**config.mk**
```make
export PLATFORM = sky130hd
export DESIGN_NAME = if_prefetch_queue
export DESIGN_NICKNAME = d
export VERILOG_FILES = /design/src/rtl/if_prefetch_queue.sv
export SDC_FILE = /design/constraint.sdc
export NUM_CORES = 1
export LEC_CHECK = 0
export BUFFER_PORTS_ARGS = -buffer_cell sky130_fd_sc_hd__buf_4
export CORE_UTILIZATION = 45
export DETAILED_ROUTE_END_ITERATION = 10
export PLACE_DENSITY = 0.76
export SYNTH_ARGS = -nofsm -noshare
export SYNTH_HDL_FRONTEND = slang
export SYNTH_SLANG_ARGS = --single-unit
export TNS_END_PERCENT = 20
```
**constraint.sdc**
```tcl
create_clock -name clk -period 7.6 [get_ports clk]
set_input_delay 0.76 -clock clk [delete_from_list [all_inputs] [get_ports clk]]
set_output_delay 0.76 -clock clk [all_outputs]
set_load 0.01 [all_outputs]
```
**src/rtl/if_prefetch_queue.sv**
```systemverilog
// Instruction-fetch front end with a small prefetch FIFO.
// Runs the fetch PC and issues one-word requests to a synchronous instruction
// memory. It buffers each returned word together with its PC and presents the
// oldest entry to IF/ID. A stall holds the head; a taken branch flushes the
// queue and re-targets the fetch PC.

// Run-time guards for the queue bookkeeping.
module if_prefetch_queue_chk #(
  parameter int unsigned DEPTH = 4,
  parameter int unsigned CW    = 3
) (
  input logic          clk,
  input logic          reset,
  input logic          enq,
  input logic [CW-1:0] count
);

  // The credit rule must never let a response arrive into a full queue.
  a_no_overflow: assert property (@(posedge clk) disable iff (reset)
    !(enq && (count == CW'(DEPTH))));

  // The occupancy counter never exceeds the physical depth.
  a_count_range: assert property (@(posedge clk) disable iff (reset)
    (count <= CW'(DEPTH)));

endmodule

module if_prefetch_queue #(
  parameter int unsigned DEPTH     = 4,
  parameter logic [31:0] RESET_PC  = 32'h0000_0000,
  parameter logic [31:0] NOP_INSTR = 32'h0000_0013
) (
  input  logic                     clk,
  input  logic                     reset,
  input  logic                     PCSrc,
  input  logic [31:0]              PC_Branch,
  input  logic                     IF_ID_write,
  output logic                     imem_req,
  output logic [31:0]              imem_addr,
  input  logic [31:0]              imem_rdata,
  output logic [31:0]              PC_IF,
  output logic [31:0]              INSTRUCTION_IF,
  output logic                     fetch_valid,
  output logic [$clog2(DEPTH):0]   queue_count
);

  localparam int unsigned PW  = $clog2(DEPTH);
  localparam int unsigned CW  = PW + 1;
  // One extra bit so count + inflight cannot wrap.
  localparam int unsigned CRW = CW + 1;
  localparam logic [CRW-1:0] DEPTH_C = CRW'(DEPTH);

  logic [31:0]    fetch_pc_r;
  logic           inflight_r;
  logic [31:0]    inflight_pc_r;
  logic [PW-1:0]  head_r;
  logic [PW-1:0]  tail_r;
  logic [CW-1:0]  count_r;
  logic [31:0]    instr_mem_r [DEPTH];
  logic [31:0]    pc_mem_r    [DEPTH];

  logic [CRW-1:0] credit_s;
  logic           imem_req_s;
  logic           enq_s;
  logic           deq_s;
  logic           fetch_valid_s;

  // Request credit and the enqueue/dequeue strobes.
  // A dequeue in the same cycle does not free a credit, which keeps the
  // request decision independent of IF_ID_write.
  always_comb begin
    credit_s      = CRW'(count_r) + CRW'(inflight_r);
    fetch_valid_s = (count_r != CW'(0));
    if (reset) begin
      imem_req_s = 1'b0;
    end else begin
      imem_req_s = !PCSrc && (credit_s < DEPTH_C);
    end
    enq_s = inflight_r && !PCSrc;
    deq_s = fetch_valid_s && IF_ID_write && !PCSrc;
  end

  // Fetch PC and the single outstanding memory request.
  // A redirect drops any in-flight response by clearing inflight_r.
  always_ff @(posedge clk or posedge reset) begin
    if (reset) begin
      fetch_pc_r    <= RESET_PC;
      inflight_r    <= 1'b0;
      inflight_pc_r <= RESET_PC;
    end else if (PCSrc) begin
      fetch_pc_r    <= PC_Branch;
      inflight_r    <= 1'b0;
    end else if (imem_req_s) begin
      fetch_pc_r    <= fetch_pc_r + 32'd4;
      inflight_r    <= 1'b1;
      inflight_pc_r <= fetch_pc_r;
    end else begin
      inflight_r    <= 1'b0;
    end
  end

  // Queue pointers and occupancy. A redirect empties the queue and overrides
  // any dequeue in the same cycle.
  always_ff @(posedge clk or posedge reset) begin
    if (reset) begin
      head_r  <= PW'(0);
      tail_r  <= PW'(0);
      count_r <= CW'(0);
    end else if (PCSrc) begin
      head_r  <= PW'(0);
      tail_r  <= PW'(0);
      count_r <= CW'(0);
    end else begin
      if (enq_s) begin
        tail_r <= tail_r + PW'(1);
      end
      if (deq_s) begin
        head_r <= head_r + PW'(1);
      end
      case ({enq_s, deq_s})
        2'b10:   count_r <= count_r + CW'(1);
        2'b01:   count_r <= count_r - CW'(1);
        default: count_r <= count_r;
      endcase
    end
  end

  // Queue storage. Entries are only read while valid, so no reset is needed.
  always_ff @(posedge clk) begin
    if (enq_s) begin
      instr_mem_r[tail_r] <= imem_rdata;
      pc_mem_r[tail_r]    <= inflight_pc_r;
    end
  end

  // Head presentation. The outputs come straight from queue registers and are
  // masked to PC 0 and a NOP when the queue is empty.
  always_comb begin
    PC_IF          = 32'h0000_0000;
    INSTRUCTION_IF = NOP_INSTR;
    if (fetch_valid_s) begin
      PC_IF          = pc_mem_r[head_r];
      INSTRUCTION_IF = instr_mem_r[head_r];
    end else begin
      PC_IF          = 32'h0000_0000;
      INSTRUCTION_IF = NOP_INSTR;
    end
    fetch_valid = fetch_valid_s;
    queue_count = count_r;
    imem_req    = imem_req_s;
    imem_addr   = fetch_pc_r;
  end

  if_prefetch_queue_chk #(
    .DEPTH (DEPTH),
    .CW    (CW)
  ) u_chk (
    .clk   (clk),
    .reset (reset),
    .enq   (enq_s),
    .count (count_r)
  );

endmodule

```
==> results.toml <==
[status]
status = "completed"

[power_and_ir_drop]
power_density_nw_per_um2 = 341
fin_total_pwr_uw = 5430
peakVddDrop_uv = 185
p_leak_uw = 0.00589

[hold_path]
hp-class = "input pin to register"
hold_start = "PC_Branch[19]"
worstHoldEndpoint = "imem_addr[19]$_DFFE_PP0P_"
hold_depth = 2

[clock_network]
clk_latency_ps = 510
cts_buffers = 36
cts_tree = "built"
hold_buffers = 0
clock_sinks = 328
cts_resized = 0
clk_pin_slew_ps = 60
cts_setup_buffers = 0
htreeDepth = 2
cts-root-buf = "clkbuf_16"
clk_path_buf_depth = 3

[sta]
post-route-period-util_pct = 49.7
clock_skew_ps = 20.9
rsz0062_at_grt = "false"
report.final.slew_viol_count = 0
max_freq_mhz = 265
hold_violations = 0
period_minus_slack_ps = 3780
worst_slack_ps = 3820
worstMarginPinSlew_ps = 1030
finalSetupViolCount = 0
finalSetupTns_ps = 0
relSlewSlack_pct = 31.3

[global_routing]
grt_max_degree = 73
antenna_found_initial = 0
grt_pass1_vias = 7612
grt-ovfl-total = 0
grt_pass1_wl_um = 42900
grt_usage_pct = 18.6

[worst_setup_path]
crit_arrival_ps = 3020
r2r-start = "inflight_r$_DFF_PP0_"
endpoint_kind = "output port"
reg2reg_to = "imem_addr[30]$_DFFE_PP0P_"
reg2reg_slack_ps = 4530
crit_fanout = 47
cp-start-kind = "register"
required_ps = 6840
r2r_cells = 7
path_class = "register to output port"

[logic_synthesis]
synth-edff-count = 256
synth-async-reset-ratio_pct = 22.0
syn-num-nets = 875
yosys_warnings = 0
syn-mean-instance-area_um2 = 16.4
syn_area_um2 = 13200
synth.distinct_cells = 47
ys_ff_latch = 328
synth_ff_type = "edfxtp_1"
yosysSeqAreaShare_pct = 72.2
syn_inst = 801

[drt]
drt_iter0_drc = 544
drt-total-wl_um = 27100
drcViolationCount = 0
ant_nets = 0
viasPerCell = 5.39
dr_total_vias = 7464
avgRoutedWirePerCell_um = 19.6
first_pass_iters = 6

[die]
ios = 169
die_w_um = 173
rows = 62
die_y_um = 173
floorplan.initialDensity_pct = 45.8
die_area_um2 = 29900
core_area_um2 = 28700

[place]
placed_area_um2 = 14800
port-buffer-count = 168
hpwl_um = 15600
routabilityCongestion = 0.789
post-place-ws_ps = 3780

[run]
drv_cap = 0

[finish]
final_core_util_pct = 55.5
final_nets = 1046
drive_gt1_share_pct = 30.6
diodes = 0
seqCellArea_um2 = 9500
post-route-cell-area_um2 = 15900
final_common_cell = "edfxtp_1"
final_cell_mix = "edfxtp_1 (256), buf_4 (173), nand2_1 (130)"
syn_to_final_growth_pct = 21.0
multi_input_area_um2 = 3480
fillerInstances = 2299
[power breakdown]
part / leakage (uW) / internal [uW] / switching [uW]
clock: 0.000554 / 987 / 657
combinational: 0.00212 / 722 / 672
sequential: 0.00322 / 2180 / 217
total: 0.00589 / 3890 / 1550
[worst max path at each step]
stage,endpoint,start,cells after the start,slack [ps]
after floorplan,instr_mem_r[0][0]$_DFFE_PP_,PCSrc,3,4520
after global placement,imem_addr[8]$_DFFE_PP0P_,PCSrc,9,3960
after detailed placement,imem_addr[30]$_DFFE_PP0P_,PCSrc,9,3780
after CTS,PC_IF[21],head_r[0]$_DFFE_PP0P_,4,3710
after global routing,PC_IF[21],head_r[0]$_DFFE_PP0P_,4,3570
final,PC_IF[21],head_r[0]$_DFFE_PP0P_,4,3820
[metal layers]
| metal | part of all wire, % | vias to the layer above | global-route usage [%] | wire (um) |
|---|---|---|---|---|
| li1 | - | 3396 | - | - |
| met1 | 44 | 3773 | 25.8 | 11900 |
| met2 | 48 | 250 | 29.5 | 12900 |
| met3 | 5.7 | 45 | 3.96 | 1560 |
| met4 | 2.3 | 0 | 5.94 | 629 |
| met5 | 0 | - | 0 | 0 |
[logic make-up (layout without fill, tap and decap cells)]
family,Yosys count,count (layout),synth area share (%)
mux,71,71,11.5
fa+ha+maj,6,6,0.628
xor+xnor,8,8,0.533
flops,328,328,72.2
compound gates,51,51,2.79
buf+inv,48,247,1.45
simple gates,289,289,10.9
[critical path: stages (launching register included)]
cell,delay [ps]
dfrtp_4,680
buf_4,830
mux4_2,600
and2_1,210
buf_4,160
[final cells by class]
| class | instances | area share [%] |
|---|---|---|
| clock buffers | 51 | 6.27 |
| well taps | 384 | 3.02 |
| clock inverters | 15 | 0.817 |
| inverters | 8 | 0.197 |
| flip-flops and latches | 328 | 59.7 |
| repair buffers | 173 | 8.16 |
| multi-input cells | 425 | 21.9 |
[synth_stat cells, drive strengths merged (2+ instances only)]
master	instances	area (um2)
ha	5	62.6
o21ai	17	85.1
o211ai	7	52.6
nand2b	3	18.8
and2	67	419
nand3b	5	37.5
or3	3	18.8
nor4	3	25.0
xnor2	4	35.0
a21o	3	22.5
and3	7	43.8
a221o	4	40.0
clkbuf	26	97.6
mux4	64	1440
edfxtp	256	7690
nor2b	11	68.8
a22oi	3	22.5
inv	7	26.3
o311ai	8	70.1
nand2	130	488
dfrtp	72	1800
nor3	6	35.0
nand3	19	95.1
nor2	16	60.1
buf	14	62.6
mux2i	5	50.1
or2	6	37.5
mux2	2	22.5
a41oi	3	26.3
xor2	4	35.0
nand4	10	62.6
[per-stage QoR]
step                hold slack (ps)  instances
floorplan                       476        801
global placement                490       1318
detailed placement              485       1318
CTS                             432       1384
global route                    436       1384
finish                          452       1384
[state kept, by name, summed over array words and instances, names as in the netlist]
register and count:
pc_mem_r 128, queue_count 3, inflight_pc_r 32, inflight_r 1
imem_addr 32, head_r 2, tail_r 2, instr_mem_r 128
(Power assumes the default switching activity.)
